===== config.mk =====
export PLATFORM = sky130hd
export DESIGN_NAME = tape_pulse_decoder
export DESIGN_NICKNAME = d
export VERILOG_FILES = /design/src/rtl/tape_pulse_decoder.sv
export SDC_FILE = /design/constraint.sdc
export NUM_CORES = 1
export LEC_CHECK = 0
export BUFFER_PORTS_ARGS = -buffer_cell sky130_fd_sc_hd__buf_4
export CAP_MARGIN = 40
export CORE_MARGIN = 2
export CORE_UTILIZATION = 34
export CTS_CLUSTER_DIAMETER = 60
export DETAILED_ROUTE_END_ITERATION = 16
export PLACE_DENSITY_LB_ADDON = 0.08
export SLEW_MARGIN = 5
export SYNTH_ARGS = -nofsm -noshare
export SYNTH_HDL_FRONTEND = slang
export SYNTH_SLANG_ARGS = --single-unit

===== constraint.sdc =====
create_clock -name clk -period 7.2 [get_ports clk]
set_clock_uncertainty 0.05 [all_clocks]
set_input_delay 1.44 -clock clk [delete_from_list [all_inputs] [get_ports clk]]
set_output_delay 1.44 -clock clk [all_outputs]
set_load 0.01 [all_outputs]

===== src/rtl/tape_pulse_decoder.sv =====
// Tape EAR pulse decoder: measures half-pulse widths in microseconds, detects the
// pilot tone and sync pulse, then assembles MSB-first bytes from full-period widths.
module tape_pulse_decoder #(
  parameter int unsigned CLK_FREQ    = 27000000,
  parameter int unsigned PILOT_MIN   = 256,
  parameter int unsigned T_PILOT_LO  = 500,
  parameter int unsigned T_PILOT_HI  = 800,
  parameter int unsigned T_BIT_SPLIT = 732,
  parameter int unsigned T_PER_MIN   = 300,
  parameter int unsigned T_PER_MAX   = 1300,
  parameter int unsigned T_TIMEOUT   = 2000
) (
  input  logic        clk,
  input  logic        reset,
  input  logic        ear,
  output logic [7:0]  data,
  output logic        data_valid,
  output logic        block_start,
  output logic        block_end,
  output logic        err,
  output logic [15:0] byte_count,
  output logic        active
);

  localparam int unsigned Div  = (CLK_FREQ / 1000000 > 0) ? CLK_FREQ / 1000000 : 1;
  localparam int unsigned PreW = (Div > 1) ? $clog2(Div) : 1;

  localparam logic [11:0] PilotLo  = 12'(T_PILOT_LO);
  localparam logic [11:0] PilotHi  = 12'(T_PILOT_HI);
  localparam logic [11:0] Timeout  = 12'(T_TIMEOUT);
  localparam logic [12:0] BitSplit = 13'(T_BIT_SPLIT);
  localparam logic [12:0] PerMin   = 13'(T_PER_MIN);
  localparam logic [12:0] PerMax   = 13'(T_PER_MAX);
  localparam logic [15:0] PilotMin = 16'(PILOT_MIN);

  typedef enum logic [2:0] {StIdle, StPilot, StSync2, StDataH1, StDataH2} state_e;

  state_e          state_q, state_d;
  logic [PreW-1:0] pre_q;
  logic            tick;
  logic            sync1_q, sync2_q, prev_q;
  logic            ear_edge;
  logic [11:0]     w_q;
  logic [15:0]     pilot_cnt_q, pilot_cnt_d;
  logic [11:0]     h1_q, h1_d;
  logic [6:0]      shreg_q, shreg_d;
  logic [2:0]      bit_cnt_q, bit_cnt_d;
  logic [7:0]      data_q, data_d;
  logic [15:0]     byte_count_q, byte_count_d;
  logic            dv_q, dv_d, bs_q, bs_d, be_q, be_d, err_q, err_d;
  logic            pilot_in;
  logic [12:0]     period;
  logic            period_ok;
  logic            bit_val;
  logic            timeout;
  logic            data_to;

  assign tick     = (pre_q == PreW'(Div - 1));
  assign ear_edge = sync2_q ^ prev_q;

  always_ff @(posedge clk) begin
    if (reset) begin
      pre_q   <= '0;
      sync1_q <= 1'b1;
      sync2_q <= 1'b1;
      prev_q  <= 1'b1;
      w_q     <= '0;
    end else begin
      pre_q   <= tick ? '0 : pre_q + 1'b1;
      sync1_q <= ear;
      sync2_q <= sync1_q;
      prev_q  <= sync2_q;
      // The FSM consumes w_q as the half-pulse width in the same cycle it is cleared.
      if (ear_edge) begin
        w_q <= '0;
      end else if (tick && (w_q != 12'hFFF)) begin
        w_q <= w_q + 12'd1;
      end
    end
  end

  assign pilot_in  = (w_q >= PilotLo) && (w_q <= PilotHi);
  assign period    = {1'b0, h1_q} + {1'b0, w_q};
  assign period_ok = (period >= PerMin) && (period <= PerMax);
  assign bit_val   = (period >= BitSplit);
  assign timeout   = (w_q >= Timeout);

  always_comb begin
    state_d      = state_q;
    pilot_cnt_d  = pilot_cnt_q;
    h1_d         = h1_q;
    shreg_d      = shreg_q;
    bit_cnt_d    = bit_cnt_q;
    data_d       = data_q;
    byte_count_d = byte_count_q;
    dv_d         = 1'b0;
    bs_d         = 1'b0;
    be_d         = 1'b0;
    err_d        = 1'b0;
    data_to      = 1'b0;

    unique case (state_q)
      StIdle: begin
        if (ear_edge && pilot_in) begin
          state_d     = StPilot;
          pilot_cnt_d = 16'd1;
        end
      end
      StPilot: begin
        if (ear_edge) begin
          if (pilot_in) begin
            if (pilot_cnt_q != 16'hFFFF) pilot_cnt_d = pilot_cnt_q + 16'd1;
          end else if ((w_q < PilotLo) && (pilot_cnt_q >= PilotMin)) begin
            state_d      = StSync2;
            bs_d         = 1'b1;
            byte_count_d = '0;
            bit_cnt_d    = '0;
            shreg_d      = '0;
          end else begin
            state_d = StIdle;
          end
        end else if (timeout) begin
          state_d = StIdle;
        end
      end
      StSync2: begin
        if (ear_edge) begin
          state_d = StDataH1;
        end else if (timeout) begin
          state_d = StIdle;
        end
      end
      StDataH1: begin
        if (ear_edge) begin
          h1_d    = w_q;
          state_d = StDataH2;
        end else begin
          data_to = timeout;
        end
      end
      StDataH2: begin
        if (ear_edge) begin
          state_d = StDataH1;
          if (!period_ok) begin
            state_d   = StIdle;
            err_d     = 1'b1;
            shreg_d   = '0;
            bit_cnt_d = '0;
          end else begin
            shreg_d = {shreg_q[5:0], bit_val};
            if (bit_cnt_q == 3'd7) begin
              data_d    = {shreg_q, bit_val};
              dv_d      = 1'b1;
              bit_cnt_d = '0;
              if (byte_count_q != 16'hFFFF) byte_count_d = byte_count_q + 16'd1;
            end else begin
              bit_cnt_d = bit_cnt_q + 3'd1;
            end
          end
        end else begin
          data_to = timeout;
        end
      end
      default: state_d = StIdle;
    endcase

    // A block ending mid-byte drops the partial byte and flags it.
    if (data_to) begin
      state_d   = StIdle;
      be_d      = 1'b1;
      err_d     = (bit_cnt_q != 3'd0);
      shreg_d   = '0;
      bit_cnt_d = '0;
    end
  end

  always_ff @(posedge clk) begin
    if (reset) begin
      state_q      <= StIdle;
      pilot_cnt_q  <= '0;
      h1_q         <= '0;
      shreg_q      <= '0;
      bit_cnt_q    <= '0;
      data_q       <= '0;
      byte_count_q <= '0;
      dv_q         <= 1'b0;
      bs_q         <= 1'b0;
      be_q         <= 1'b0;
      err_q        <= 1'b0;
    end else begin
      state_q      <= state_d;
      pilot_cnt_q  <= pilot_cnt_d;
      h1_q         <= h1_d;
      shreg_q      <= shreg_d;
      bit_cnt_q    <= bit_cnt_d;
      data_q       <= data_d;
      byte_count_q <= byte_count_d;
      dv_q         <= dv_d;
      bs_q         <= bs_d;
      be_q         <= be_d;
      err_q        <= err_d;
    end
  end

  assign data        = data_q;
  assign data_valid  = dv_q;
  assign block_start = bs_q;
  assign block_end   = be_q;
  assign err         = err_q;
  assign byte_count  = byte_count_q;
  assign active      = (state_q != StIdle);

endmodule


# Yosys cells after proc, flatten, opt, wreduce, memory -nomap -nowiden
# Cells that the tools add are included.
# W data, S select, Z words.
dict set report word_totals {
  ff_bits 89
  wordCells 123
}
dict set report classes {
  add_sub_neg 6
  magnitude_cmp 8
  n_eq_ne 21
  muxes 45
  bitwise_logic 5
  n_reduce_logical 22
}
# operator count
set ops {}
lappend ops {{$mux W16} 11}
lappend ops {{$pmux W16 S2} 2}
lappend ops {{$mux W3} 13}
lappend ops {{$mux W7} 5}
lappend ops {{$add A16 B1 Y16 const B} 2}
lappend ops {{$ne A16 B16 Y1 const B} 2}
lappend ops {{$ne A2 B2 Y1 const B} 11}
lappend ops {{$ge A16 B9 Y1 const B} 1}
lappend ops {{$pmux W3 S5} 1}
lappend ops {{$pmux W7 S2} 1}
lappend ops {{$add A12 B12 Y13} 1}
lappend ops {{$ge A13 B10 Y1 const B} 1}
lappend ops {{$ge A13 B9 Y1 const B} 1}
lappend ops {{$le A13 B11 Y1 const B} 1}
lappend ops {{$add A12 B1 Y12 const B} 1}
lappend ops {{$ge A12 B11 Y1 const B} 1}
lappend ops {{$ge A12 B9 Y1 const B} 1}
lappend ops {{$le A12 B10 Y1 const B} 1}
lappend ops {{$lt A12 B9 Y1 const B} 1}
lappend ops {{$ne A12 B12 Y1 const B} 1}
lappend ops {{$reduce_and A5 Y1} 2}
lappend ops {{$mux W1} 9}
lappend ops {{$reduce_and A4 Y1} 2}
lappend ops {{$reduce_and A8 Y1} 1}
lappend ops {{other kinds (18)} 34}

# Logic depth before layout (Yosys ltp)
dict set report depth {
  word_depth 7
  depth_mapped 13
  mapped_depth_nobuf 11
}

# Least setup slack after synthesis
# OpenSTA, ideal clock, no wires.
dict set report synth_timing {
  kind {register -> register}
  startpoint {register w_q[0]}
  endpoint {register byte_count_q[13], in the netlist byte_count[13]}
  arrival_ns 3.248
  setup_slack_ns 3.815
  stages_incl_launch_ff 13
  path_buffers 1
  synth_period_minus_slack_ns 3.385
  cell_sequence {dfxtp_1 ha_1 fa_1 a21o_1 a221oi_2 o211a_1 a21o_1 a21boi_4 or3_1 nor3_2 nand2_1 buf_2 o31ai_1}
}
dict set report synth_between {
  elab_chain_len 5
  elab_cells_between_ends 13
  classes_between {add/sub: 1; order compare: 5; eq/ne: 3; reduce/logical: 4}
}
# item line
set synth_lines {}
lappend synth_lines {{from (decl)} 43} ;# logic [11:0] w_q;
lappend synth_lines {{from (signal assigned)} 77} ;# w_q <= w_q + 12'd1;
lappend synth_lines {{$add A12 B12 Y13} 83} ;# assign period = {1'b0, h1_q} + {1'b0, w_q};
lappend synth_lines {{$ge A13 B9 Y1 or $le A13 B11 Y1 (tied branches)} 84} ;# assign period_ok = (period >= PerMin) && (period <= PerMax);
lappend synth_lines {{$logic_and A1 B1 Y1} 84}
lappend synth_lines {{$ne A2 B2 Y1 (no line)} --}
lappend synth_lines {{$reduce_and A8 Y1 (no line) (*)} --}
lappend synth_lines {{to (signal assigned)} 197} ;# byte_count_q <= byte_count_d;
lappend synth_lines {{to (decl)} 49} ;# logic [15:0] byte_count_q, byte_count_d;
# Every way passes the cells marked *; elsewhere a longest branch is shown, timed or not.
# A chain may end at the register's enable or synchronous reset.

# Worst setup path in the final report
dict set report layout_timing {
  startpoint {register w_q[0]}
  endpoint {register byte_count_q[8], in the netlist byte_count[8]}
}
# The elaborated chain is that of the path after synthesis.

==> flow_summary.ini <==
[placed_design]
placed_cell_area_mm2 = 0.005176
place_ws_ns = 3.044
port_buffers = 31
gp_congestion = 0.7626
dp_hpwl_um = 7994

[yosys]
seq_area_frac_synth_pct = 37.08
yosys.area_share.simple_pct = 25.70
synth-main-ff-cell = dfxtp_1
ys_ff_latch = 89
synth_cells = 578
synth-edff-count = 0
synth_compound_area_share_pct = 19.71
synth_xor_area_share_pct = 6.016
synthMuxAreaShare_pct = 1.693
yosysWarningCount = 0
yosysUniqueCellTypes = 66
synthAdderAreaFrac_pct = 6.146
synth_async_sr_flop_share_pct = 0
synth.avg_cell_area_um2 = 8.312
synth_top_family_by_area = simple AND/OR/NAND/NOR gates
synth_area_mm2 = 0.004805
synth.net_count = 604

[setup_path]
cp-end-kind = register
reg2reg_from = w_q[0]
r2r_slack_ns = 3.03
crit_arrival_ns = 4.38
path_max_fanout = 14
setup.worst_path.start = w_q[0]
critical_path_class = reg2reg
required_ns = 7.41
startpoint_type = register

[timing]
tightest_slew_ns = 0.7451
fmax_mhz = 239.6
hold_viol = 0
setup_ws_ns = 3.027
slew_violations = 0
max_slew_margin_pct = 50.09
fin_crit_sh_pct = 57.96
setup_tns_ns = 0
rsz0062_at_grt = no
setup_viol = 0
min_period_ns = 4.173

[routing]
routed_wl_um = 11350
via_per_inst = 5.294
dr_total_vias = 4135
first_pass_iters = 4
drc_errors = 0
drtIter0Drc = 243
ant_nets = 0
detail_route.wl_per_cell_um = 14.54

[clocking]
htree_levels = 3
ctsHoldBuffers = 0
clkTransAtPathRegs_ns = 0.07
clockBufferDepth = 2
cts_buffers = 9
root_buffer = clkbuf_16
postCtsSetupBuffers = 0
clk_latency_ns = 0.34
ctsResizeCount = 0
cts_tree = done
cts.sinks = 89

[die]
core_area_mm2 = 0.01383
die_width_um = 122.9
start_util_pct = 34.75
pin_count = 32
die_area_mm2 = 0.01510
fp-row-count = 43
die_h_um = 122.9

[power]
cell_internal_pwr_mw = 0.7467
seqPwrFrac_pct = 51.0
p_sw_mw = 0.2252
powerDensity_mw_per_mm2 = 177.8
p_comb_share_pct = 1.9
leakage_nw = 2.078
switching_share_pct = 23.17
clkPwrFrac_pct = 47.1
ir_drop_mv = 0.1083

[global_route]
grt_pass1_vias = 3849
grt_pass1_wl_um = 19420
overflow = 0
antenna_found_initial = 0
grt_usage_pct = 16.17
grt_max_degree = 33

[finish]
layout-drive-gt1-share_pct = 11.31
num-nets-final = 622
fill_cells = 1431
final_area_mm2 = 0.005465
n_antenna_cell = 0
area_growth_pct = 13.75

[run_status]
status = complete, no violations

[run]
maxCapViolCount = 0

[worst_hold_path]
hold_start = sync1_q
hp-class = reg2reg
-- layout by cell type, fill, tap and decap left out, types with 3 or more instances in the layout --
master	netlist	routed
nor2b_1	3	3
o22ai_1	3	3
o31ai_1	12	12
o311ai_0	4	4
nand3_1	30	30
and4_1	4	4
clkbuf_16	0	9
mux2i_1	7	7
and2_1	4	4
ha_1	22	22
nand2_1	61	61
a211oi_1	4	4
a31oi_1	3	3
o21ai_0	21	21
nand4_1	16	16
o21a_1	4	4
dfxtp_1	89	89
nor2_1	74	74
nor4_1	5	4
xnor2_1	10	10
inv_1	16	16
a21oi_1	34	34
nand4b_1	3	3
nor3_1	7	7
o211ai_1	9	9
nand3b_1	3	3
buf_4	0	34
and3_1	15	15
nand2b_1	5	5
xor2_1	23	23
or2_2	5	5
a21o_1	10	10
a22o_1	7	7
or3_1	3	3
-- worst max-delay path, cell delays in order (launching register included) --
cell,delay (ns)
dfxtp_1,0.38
ha_1,0.29
fa_1,0.46
a21o_1,0.23
a221oi_2,0.33
o211a_1,0.27
a21o_1,0.16
a21boi_4,0.10
or3_1,0.62
nor3_2,0.41
nand2_1,0.41
o31ai_1,0.34
-- layout make-up --
class,count,area (um^2),share of cell area [%]
clock buffers,10,239.0,4.373
clock inverters,6,50.05,0.9158
multi-input cells,446,2854,52.22
inverters,16,60.06,1.099
well taps,180,225.2,4.121
flip-flops and latches,89,1782,32.60
repair buffers,34,255.2,4.670
-- path summary, 6_finish.rpt --
path | end | cells past startpoint
min reg2reg | sync2_q | 1
max | byte_count[8] | 11
max reg2reg | byte_count[8] | 11
min | sync2_q | 1
-- routing by layer --
metal	share of wire [%]	up-vias	track usage, %	routed length, um
met1	50	1962	22.12	5643
met2	46	47	25.24	5189
met3	3.2	10	3.532	361
li1	-	2116	-	-
met4	1.4	0	5.172	159
met5	0	-	0	0
-- synthesized netlist by cell type, types with 10 or more instances --
master,number,share of area (%)
a21o_1,10,1.6
a21oi_1,34,3.5
and3_1,15,2.0
clkbuf_1,21,1.6
dfxtp_1,89,37
ha_1,22,5.7
inv_1,16,1.3
nand2_1,61,4.8
nand3_1,30,3.1
nand4_1,16,2.1
nor2_1,74,5.8
o21ai_0,21,2.2
o31ai_1,12,1.9
xnor2_1,10,1.8
xor2_1,23,4.2
-- power groups by stage --
stage,logic (mW),clock network [mW],registers [mW]
CTS,0.0192,0.475,0.496
finish,0.0186,0.458,0.496
detailed placement,0.0192,0,0.507
floorplan,0.0124,0,0.507
global route,0.0210,0.496,0.496
global placement,0.0190,0,0.507
-- per-stage QoR --
| step | util, % | total power, mW | cells | hold WS [ns] |
|---|---|---|---|---|
| CTS | 39.53 | 0.9893 | 781 | 0.3695 |
| global placement | 37.44 | 0.5259 | 765 | 0.3500 |
| floorplan | - | 0.5192 | 578 | 0.3395 |
| global route | 39.53 | 1.013 | 781 | 0.3963 |
| detailed placement | 37.44 | 0.5263 | 765 | 0.3525 |
| finish | 39.53 | 0.9719 | 781 | 0.3695 |
-- flip-flops by register name, summed over array words and instances, names as in the netlist, 5 cells and up --
name	count
shreg_q	7
data	8
pre_q	5
w_q	12
byte_count	16
h1_q	12
pilot_cnt_q	16
-- cell families (layout without fill, tap and decap cells) --
group,count (synthesis),count (layout)
xor gates and xnor gates,33,33
buffers and inverters,43,66
and+or+nand+nor,249,249
DFF,89,89
AOI/OAI and AO/OA,133,133
adders and majority gates,23,23
muxes,8,8
Note: power is estimated with default switching activity, not from simulation.
